### src/rtl/adc_sample_sequencer.sv
// adc_sample_sequencer: divider-paced ADC capture onto a valid/ready stream, burst or continuous.
// Optional SAMPLE_SEQ_TIMESTAMP_EN adds out_ts, a free-running cycle count captured with each sample.
module adc_sample_sequencer #(
  parameter int DATA_W        = 14,
  parameter int CLK_FREQ_HZ   = 125000000,
  parameter int DEFAULT_FS_HZ = 100000,
  parameter int DIV_W         = 32,
  parameter int CNT_W         = 16
) (
  input  logic              adc_clk,
  input  logic              rst,
  input  logic              start,
  input  logic              stop,
  input  logic [DIV_W-1:0]  cfg_div,
  input  logic [CNT_W-1:0]  cfg_count,
  input  logic [DATA_W-1:0] adc_data,
  output logic [DATA_W-1:0] out_data,
  output logic              out_valid,
  input  logic              out_ready,
  output logic              busy,
  output logic              done,
`ifdef SAMPLE_SEQ_TIMESTAMP_EN
  output logic [31:0]       out_ts,
`endif
  output logic              overrun
);
  localparam logic [DIV_W-1:0] DEFAULT_DIV = DIV_W'(CLK_FREQ_HZ / DEFAULT_FS_HZ);
  typedef enum logic [1:0] {IDLE, RUN, DRAIN} state_t;
  state_t state_q, state_d;
  logic [DIV_W-1:0] div_q, div_d, div_cnt_q, div_cnt_d;
  logic [CNT_W-1:0] count_q, count_d, sample_cnt_q, sample_cnt_d;
  logic [DATA_W-1:0] out_data_q, out_data_d;
  logic out_valid_q, out_valid_d, overrun_q, overrun_d, done_q, done_d;
  logic go, tick, hs, drop, last, fin;
  always_comb begin
    go = state_q == IDLE && start && !stop;
    tick = state_q == RUN && !stop && div_cnt_q == div_q - DIV_W'(1);
    hs = out_valid_q && out_ready;
    drop = tick && out_valid_q && !out_ready;
    last = tick && count_q != '0 && sample_cnt_q + CNT_W'(1) == count_q;
    fin = state_q == DRAIN && (!out_valid_q || hs);
    state_d = go ? RUN : (state_q == RUN && stop) ? IDLE : last ? DRAIN : fin ? IDLE : state_q;
    done_d = fin;
    div_d = go ? (cfg_div < DIV_W'(2) ? DEFAULT_DIV : cfg_div) : div_q;
    count_d = go ? cfg_count : count_q;
    div_cnt_d = go ? '0 : state_q != RUN ? div_cnt_q : tick ? '0 : div_cnt_q + DIV_W'(1);
    // count saturates; only reachable in continuous mode since bursts stop at count_q
    sample_cnt_d = go ? '0 : (tick && sample_cnt_q != '1) ? sample_cnt_q + CNT_W'(1) : sample_cnt_q;
    out_data_d = (tick && !drop) ? adc_data : out_data_q;
    out_valid_d = (tick && !drop) ? 1'b1 : hs ? 1'b0 : out_valid_q;
    overrun_d = go ? 1'b0 : drop ? 1'b1 : overrun_q;
  end
  always_ff @(posedge adc_clk or posedge rst) begin
    if (rst) begin
      state_q <= IDLE;
      div_q <= '0;
      count_q <= '0;
      div_cnt_q <= '0;
      sample_cnt_q <= '0;
      out_data_q <= '0;
      out_valid_q <= 1'b0;
      overrun_q <= 1'b0;
      done_q <= 1'b0;
    end else begin
      state_q <= state_d;
      div_q <= div_d;
      count_q <= count_d;
      div_cnt_q <= div_cnt_d;
      sample_cnt_q <= sample_cnt_d;
      out_data_q <= out_data_d;
      out_valid_q <= out_valid_d;
      overrun_q <= overrun_d;
      done_q <= done_d;
    end
  end
`ifdef SAMPLE_SEQ_TIMESTAMP_EN
  logic [31:0] ts_q, ts_d, out_ts_q, out_ts_d;
  always_comb begin
    ts_d = ts_q + 32'd1;
    out_ts_d = (tick && !drop) ? ts_q : out_ts_q;
  end
  always_ff @(posedge adc_clk or posedge rst) begin
    if (rst) begin
      ts_q <= '0;
      out_ts_q <= '0;
    end else begin
      ts_q <= ts_d;
      out_ts_q <= out_ts_d;
    end
  end
  assign out_ts = out_ts_q;
`endif
  assign out_data = out_data_q;
  assign out_valid = out_valid_q;
  assign overrun = overrun_q;
  assign done = done_q;
  assign busy = state_q != IDLE;
endmodule

### config.mk
export PLATFORM = sky130hd
export DESIGN_NAME = adc_sample_sequencer
export DESIGN_NICKNAME = d
export VERILOG_FILES = /design/src/rtl/adc_sample_sequencer.sv
export SDC_FILE = /design/constraint.sdc
export NUM_CORES = 1
export LEC_CHECK = 0
export ABC_CLOCK_PERIOD_IN_PS = 4200
export BUFFER_PORTS_ARGS = -buffer_cell sky130_fd_sc_hd__buf_2
export CAP_MARGIN = 20
export CORE_ASPECT_RATIO = 2
export CORE_MARGIN = 5
export CORE_UTILIZATION = 58
export CTS_CLUSTER_SIZE = 8
export DETAILED_ROUTE_END_ITERATION = 10
export PLACE_DENSITY = 0.81
export SYNTH_ARGS = -nofsm -noshare
export SYNTH_HDL_FRONTEND = slang
export SYNTH_SLANG_ARGS = --single-unit
### constraint.sdc
create_clock -name adc_clk -period 4.2 [get_ports adc_clk]
set_input_delay 0 -clock adc_clk [delete_from_list [all_inputs] [get_ports adc_clk]]
set_output_delay 0 -clock adc_clk [all_outputs]
set_load 0.1 [all_outputs]
# Yosys cells after proc, flatten, opt, wreduce, memory -nomap -nowiden

Cells that the tools add are included.

Add/sub/neg operators: 3
Order comparisons: 1
Equality and inequality tests: 7
Multiplexer cells: 14
Reductions and logical operators: 25

Operators with widths:

| operator                                                     | number |
|---|---|
| 2-to-1 mux 32 bit                                            | 4 |
| adder 32 x 1 -> 32 bit (second input constant)               | 1 |
| equality test 32 bit                                         | 1 |
| less-than comparator 32 x 2 -> 1 bit (second input constant) | 1 |
| 2-to-1 mux 16 bit                                            | 2 |
| subtractor 32 x 1 -> 32 bit (second input constant)          | 1 |
| adder 16 x 1 -> 16 bit (second input constant)               | 1 |
| equality test 16 bit                                         | 1 |
| != test 16 bit (second input constant)                       | 1 |
| nonzero test 16 bit                                          | 1 |
| logical AND 1 bit                                            | 13 |
| 2-to-1 mux 2 bit                                             | 4 |
| nonzero test 2 bit                                           | 4 |
| zero test 1 bit                                              | 4 |
| 2-to-1 mux 1 bit                                             | 4 |
| nonzero test 4 bit                                           | 1 |
| equality test 2 x 1 -> 1 bit (second input constant)         | 1 |
| equality test 2 bit (second input constant)                  | 1 |
| zero test 2 bit                                              | 1 |
| != test 2 x 1 -> 1 bit (second input constant)               | 1 |
| != test 2 bit (second input constant)                        | 1 |
| logical OR 1 bit                                             | 1 |

Register bits: 115
Input bits: 67
Output and inout port bits: 18
Word-level logic and storage cells: 59

# Depth between registers and ports, before layout

Gate-level depths: netlist (run 1).

Depth in word-level cells: 8
Depth in mapped cells: 14
Depth with buffers taken out: 11

# Worst setup path before layout (run 1)

No wires, ideal clock.

Kind: register to register
From: reg div_q[2]
To: reg out_data_q[0] (netlist: out_data[0])
Library setup time: 0.126 ns
Data arrival time: 3.283 ns
Path slack: 0.790 ns
Stages on the path, launching flop included: 12
Buffers on the path: 3
Cells stage by stage: dfrtp_1 > or3_1 > buf_2 > or4_4 > or3_1 > mux2i_1 > o221ai_2 > or4_1 > buf_4 > nor2_8 > buf_12 > mux2_4

Longest elaborated chain between the ends: 7

RTL lines:

| element                         | RTL line | text |
|---|---|---|
| start, declared                 | 30       | `logic [DIV_W-1:0] div_q, div_d, div_cnt_q, div_cnt_d;` |
| start signal, assigned          | 66       | `div_q <= div_d;` |
| subtractor 32 x 1 -> 32 bit (*) | 37       | `tick = state_q == RUN && !stop && div_cnt_q == div_q - DIV_W'(1);` |
| equality test 32 bit (*)        | 37       |  |
| logical AND 1 bit (*)           | 37       |  |
| logical AND 1 bit (2 in series) | 39       | `drop = tick && out_valid_q && !out_ready;` |
| zero test 1 bit                 | 49       | `out_data_d = (tick && !drop) ? adc_data : out_data_q;` |
| logical AND 1 bit (*)           | 49       |  |
| end signal, assigned            | 70       | `out_data_q <= out_data_d;` |
| end, declared                   | 32       | `logic [DATA_W-1:0] out_data_q, out_data_d;` |

Mark *: on every way between the ends. The rest lies on a longest branch, timed or not.
A chain may end at the register's enable or synchronous reset.

# Worst setup path after layout (run 1)

From: reg div_q[3]
To: reg out_data_q[11] (netlist: out_data[11])

The elaborated chain is that of the path after synthesis.

==> results by group, run 1 <==
Run status
  • Status: finished clean

CTS
  • Clk slew on worst S/H paths: around 0.060 ns
  • Clock root buffer: clkbuf_16
  • Clock Latency Late Sink: approximately 0.42 ns
  • Clock buffer depth: 2
  • H-tree depth: 4
  • Total CTS buffers: 17
  • CTS tree: done
  • CTS sink count: 115

Power
  • Comb power frac: between 20% and 30%
  • Leak: 4.17 nW
  • Pwr per Cell Area: 397 nW/um^2
  • Switching power total: 0.00114 W
  • Sequential Power Share: 38.6%
  • Clock power share: 40.7%
  • Net Sw Frac: 32.2%
  • Max VDD drop: about 0.00039 V
  • Internal power component: 0.00240 W

Logic synthesis
  • Yosys warning count: 0
  • Yosys top cell area share: 40.6%
  • Ys async rst share: 100%
  • Synth Net Count: 886
  • Library cells used by synthesis: 72
  • Synthesized netlist cell count: 816
  • Syn Area/Cell: 8.69 sq um
  • Post-synthesis register bit count: 115
  • Post-Synthesis Cell Area: around 7000 sq um
  • Yosys top cell by area: dfrtp_1
  • Sequential fraction of the synthesis area: 40.6%
  • Top_reg_cell synth: dfrtp_1
  • Post-synth EDFFs: 0
  • Top area cells in the synthesized netlist: dfrtp_1, nand2_1, xnor2_1

Worst setup path
  • Crit path kind: reg2reg
  • R2R depth: 8
  • Nature of the critical path endpoint: flip-flop
  • Worst Setup Start Kind: flip-flop
  • CP Max Fanout: 14
  • CP arrival: 4.16 ns
  • Critical Path RT: 4.50 ns

Layout
  • Most frequent cells in the layout: nand2_1, dfrtp_1, buf_2, dlygate4sd3_1, xnor2_1
  • Share of cells above drive strength 1: 18.7%
  • Final non-filler cell total: roughly 1100
  • Most common cell after layout, fill and taps aside: nand2_1
  • Nets@finish: 1031
  • Area grow syn2layout: 25.6%
  • Util after Layout: 73.9%
  • Fin area: 8900 sq um

Placement
  • Placed Area: 7650 sq um
  • Post-DP HPWL: 14.6 mm
  • Global placement routability congestion: 0.992
  • Worst slack, placed: 0.304 ns
  • Dpl cells: 1022
  • I/O Buffers: 84

Route
  • DRT Wirelength: 22.7 mm
  • Vias: 6944
  • Remaining DRCs: 0
  • Vias per std cell: 6.19
  • DRT iter0 DRCs: approximately 580
  • Drt first pass iters: 5
  • WL/cell: 20.2 microns
  • Final ANT Viol Nets: 0

Floorplanning
  • Core Area: 12100 sq um
  • Cell row count: 57
  • # IOs: 85
  • Chip width: 88.2 microns
  • Die area: roughly 15000 sq um
  • Die Span Y: 166 microns
  • Starting density of the core: 58.8%

GRT
  • Vias in the first global route: 6935
  • Antenna violations before repair: 0
  • Final global-route overflow total: 0
  • First-pass GRT wire length: 35.5 mm
  • Largest net degree at the start of global routing: 55
  • GRT Total Usage: 31.5%

Timing
  • Worst slew pin tran: approximately 1.1 ns
  • Final Skew: 0.0108 ns
  • RSZ-0062 raised after global routing: no
  • Final setup fails: 0
  • Highest Clock Rate: 0.259 GHz
  • Setup slack after layout: 0.345 ns
  • Total Neg Setup Slack: 0 ns
  • Final period util: between 90% and 100%
  • Slew headroom: 26.9%
  • Min Tclk post-route: 3.86 ns
  • Final Slew Violations: 0
  • Final hold vios: 0

Hold path
  • Hold Crit Class: in2async

Run
  • Max Cap Viol: 0
-- cells by family (layout without fill, tap and decap cells) --
kind of cell	after synthesis	count (layout)	share of synthesized area, %
AOI/OAI and AO/OA	136	136	13.5
other	0	1	0
adders and majority gates	3	3	0.529
DFF	115	115	40.6
and+or+nand+nor	428	428	31.2
buffers and inverters	57	215	3.49
muxes	18	18	3.35
xor gates and xnor gates	59	59	7.29
-- power by group through the flow --
stage	registers (W)	clock network, W	logic [W]
after floorplan	0.00132	0	0.000487
after global placement	0.00137	0	0.000644
after detailed placement	0.00137	0	0.000652
after CTS	0.00136	0.00144	0.000707
after global routing	0.00138	0.00149	0.000800
final	0.00137	0.00144	0.000734
-- path summary, 6_finish.rpt --
kind	end	slack [ns]	start
max	out_data[11]	0.34	div_q[3]
min	out_data[10]	0.18	rst
max reg2reg	out_data[11]	0.34	div_q[3]
min reg2reg	div_q[31]	0.51	div_q[31]
max in group asynchronous	div_cnt_q[19]	3.04	rst
min in group adc_clk	div_q[12]	0.26	start
-- sequential cells by signal, indices dropped and copies added, names as in the netlist --
register,count
count_q,16
div_cnt_q,32
div_q,32
done,1
out_data,14
out_valid,1
overrun,1
sample_cnt_q,16
state_q,2
-- worst max-delay path: stages, from the launching register on --
cell and delay (ns):
dfrtp_1 0.47, or3_1 0.57, or4_4 0.60, or3_1 0.34, mux2i_1 0.25, o221ai_2 0.19
or4_1 0.57, nor2_8 0.36, mux2_2 0.39
-- metal layers --
layer	vias to the layer above	global-route usage, %	wire length [microns]
li1	3211	-	-
met1	3329	33.8	7950
met2	303	56.9	12200
met3	101	4.67	1130
met4	0	16.9	1350
met5	-	0	0
-- Yosys cell counts (all sizes together) (16+ instances only) --
cell and count:
nor2 32, a21oi 24, and3 18, clkbuf 34, dfrtp 115, nand3 32
nor4 29, mux2 16, or3 20, nand2 180, xnor2 39, a21o 29
nand4 19, xor2 20, o21ai 35, nor3 22
-- area by class of cell --
cell class	instances	area [sq um]
Antenna cell	1	2.50
Sequential cell	115	2880
Multi-Input combinational cell	644	3970
Tap cell	147	184
Fill cell	867	3150
Clock buffer	17	425
Inverter	15	58.8
Clock inverter	15	159
Timing Repair Buffer	168	1230
-- stage by stage --
step / power [W] / hold slack (ns)
2_1_floorplan: 0.00180 / 0.105
3_3_place_gp: 0.00201 / 0.0749
4_1_cts: 0.00351 / 0.198
3_5_place_dp: 0.00203 / 0.0741
6_report: 0.00354 / 0.180
5_1_grt: 0.00367 / 0.242
-- repair_timing --
item | 4_1_cts | 5_1_grt
hold buffers | 65 | 0
gates resized for setup | 0 | 0
buffers inserted | 0 | 2
endpoints found under the hold margin | 103 | 0
endpoints found under the setup margin | 0 | 14
Power figures use the tool's default switching activity.
==> run 2: changes to the inputs <==
Settings changed: CORE_MARGIN 5 to 2, MAX_ROUTING_LAYER from default to met4, SETUP_SLACK_MARGIN from default to 0.4.
==> results by group, run 2 (synthesized netlist as in run 1, its figures left out) <==
Run status
  • Status: finished clean

GRT
  • Largest net degree at the start of global routing: 61 (+11%)
  • Vias in the first global route: 7178 (+3.5%)
  • Antenna violations before repair: 1 (+1)
  • GRT Total Usage: 36.1% (+4.5 points)
  • Final global-route overflow total: 0 (unchanged)
  • First-pass GRT wire length: 35.0 mm (-1.5%)

Timing
  • Final Skew: 0.0124 ns (+0.00162 ns)
  • RSZ-0062 raised after global routing: no
  • Worst slew pin tran: 1.08 ns (-0.0132 ns)
  • Final hold vios: 0 (unchanged)
  • Slew headroom: 27.7% (+0.88 points)
  • Worst hold slack: 0.0197 ns (-0.161 ns)
  • Total Neg Setup Slack: 0 ns (unchanged)
  • Min Tclk post-route: 3.66 ns (-0.196 ns)
  • Highest Clock Rate: 0.273 GHz (+5.3%)
  • Final Slew Violations: 0 (unchanged)
  • Final period util: 87.1% (-4.7 points)
  • Final setup fails: 0 (unchanged)

Placement
  • I/O Buffers: 84 (unchanged)
  • Global placement routability congestion: 0.957 (-3.5%)
  • Placed Area: 7640 sq um (about the same)
  • Post-DP HPWL: 14.1 mm (-3.2%)
  • Dpl cells: 1021 (-0.098%)

Floorplanning
  • Cell row count: 57 (unchanged)
  • Die Span Y: 160 microns (-3.6%)
  • Starting density of the core: 58.8% (unchanged)
  • # IOs: 85 (unchanged)
  • Die area: 13200 sq um (-10%)
  • Chip width: 82.2 microns (-6.8%)
  • Core Area: 12100 sq um (unchanged)

Worst setup path
  • Worst Setup Start Kind: flip-flop
  • Critical Path RT: 4.50 ns (about the same)
  • CP arrival: 3.96 ns (-0.20 ns)
  • R2r setup slk: 0.54 ns (+0.20 ns)
  • Top Family by Delay on Critical Path: simple AND/OR/NAND/NOR gates
  • Nature of the critical path endpoint: flip-flop
  • Critical path buffer and inverter count: 1 (+1)
  • Worst stage delay on the critical path: 0.58 ns (-0.02 ns)
  • CP Max Fanout: 7 (-7)
  • Crit path cell chain: or3_1 > or4_4 > or3_1 > mux2i_1 > o221ai_2 > or4_4 > nor2_8 > buf_4 > mux2_4
  • Slowest cell on the critical path: or4_4
  • Crit path kind: reg2reg

CTS
  • Clock root buffer: clkbuf_16
  • Clk slew on worst S/H paths: 0.06 ns (about the same)
  • Clock Latency Late Sink: 0.42 ns (about the same)
  • Clock buffer depth: 2 (unchanged)
  • Total CTS buffers: 17 (unchanged)
  • CTS sink count: 115 (unchanged)
  • CTS tree: done
  • H-tree depth: 4 (unchanged)

Run
  • Max Cap Viol: 0 (unchanged)

Route
  • Vias per std cell: 6.32 (+2.1%)
  • Drt first pass iters: 5 (unchanged)
  • Vias: 7086 (+2.0%)
  • DRT Wirelength: 21.9 mm (-3.3%)
  • Final ANT Viol Nets: 0 (unchanged)
  • DRT iter0 DRCs: 457 (-21%)
  • Remaining DRCs: 0 (unchanged)
  • WL/cell: 19.5 microns (-3.2%)

Layout
  • Final non-filler cell total: 1121 (-0.089%)
  • Fin area: 8940 sq um (+0.41%)
  • Regs by FF count: div_cnt_q x32, div_q x32
  • Nets@finish: 1030 (-0.097%)
  • Util after Layout: 74.2% (+0.30 points)
  • Most frequent cells in the layout: nand2_1, dfrtp_1, buf_2, dlygate4sd3_1, xnor2_1
  • Share of cells above drive strength 1: 19.0% (+0.33 points)
  • Area grow syn2layout: 26.1%
  • Most common cell after layout, fill and taps aside: nand2_1

Power
  • Pwr per Cell Area: 395 nW/um^2 (-0.71%)
  • Max VDD drop: 0.000343 V (-13%)
  • Leak: 4.18 nW (+0.23%)

Hold path
  • Hold Crit Class: in2async
-- run 2: changes by cell type in the layout (fill, tap and decap cells not counted), sizes merged --
cell and change:
clkinvlp -1, dlygate4sd3 -1, inv -2, clkinv -3, clkbuf +6
-- run 2: metrics by stage --
step	power, W	worst slack [ns]
after global routing	0.00367	0.407
after CTS	0.00350	0.445
final	0.00353	0.540
after floorplan	0.00180	0.790
after detailed placement	0.00202	0.295
after global placement	0.00200	0.364
-- run 2: path summary, 6_finish.rpt --
path | start | to | depth (start not counted)
worst max-delay path | div_q[2] | out_data[0] | 9
worst min-delay path | rst | out_data[4] | 3
worst max register to register | div_q[2] | out_data[0] | 9
worst min register to register | out_data[11] | out_data[11] | 1
max in group asynchronous | rst | sample_cnt_q[7] | 4
min in group adc_clk | out_ready | overrun | 4
-- run 2: report_power, final --
part           switching (W)  leakage [nW]  internal [W]  total (W)
Clock               0.000521         0.283      0.000915    0.00144
Combinational       0.000404          2.37      0.000314   0.000718
Sequential          0.000165          1.52       0.00121    0.00137
Total                0.00109          4.18       0.00244    0.00353
-- run 2: timing repair --
item | 4_1_cts | 5_1_grt
hold buffers | 64 | 0
setup endpoints to repair | 15 | 30
hold endpoints to repair | 178 | 0
pin swaps | 1 | 1
resized for setup | 2 | 5
buffers inserted | 3 | 0
-- run 2: worst register-to-register path, delay by kind of cell, from the launching register on --
kind / cells / cell delay [ns]
mux: 2 / 0.58
compound gates: 1 / 0.20
flops: 1 / 0.44
buf+inv: 1 / 0.18
simple gates: 5 / 2.15
-- run 2: final cells by class --
type / instances / area [sq um]
clock buffers: 23 / 478
multi-input cells: 644 / 4010
clock inverters: 9 / 104
inverters: 15 / 58.8
well taps: 147 / 184
repair buffers: 167 / 1230
flip-flops and latches: 115 / 2880
fillers: 805 / 3110
diodes: 1 / 2.50
-- run 2: layer usage --
layer  track usage, %  up-vias  wire length [microns]
met1             36.4     3419                   7440
met2             58.9      340                  11700
met4             27.6        0                   1610
met5                -        -                      0
li1                 -     3203                      -
met3             6.85      124                   1200
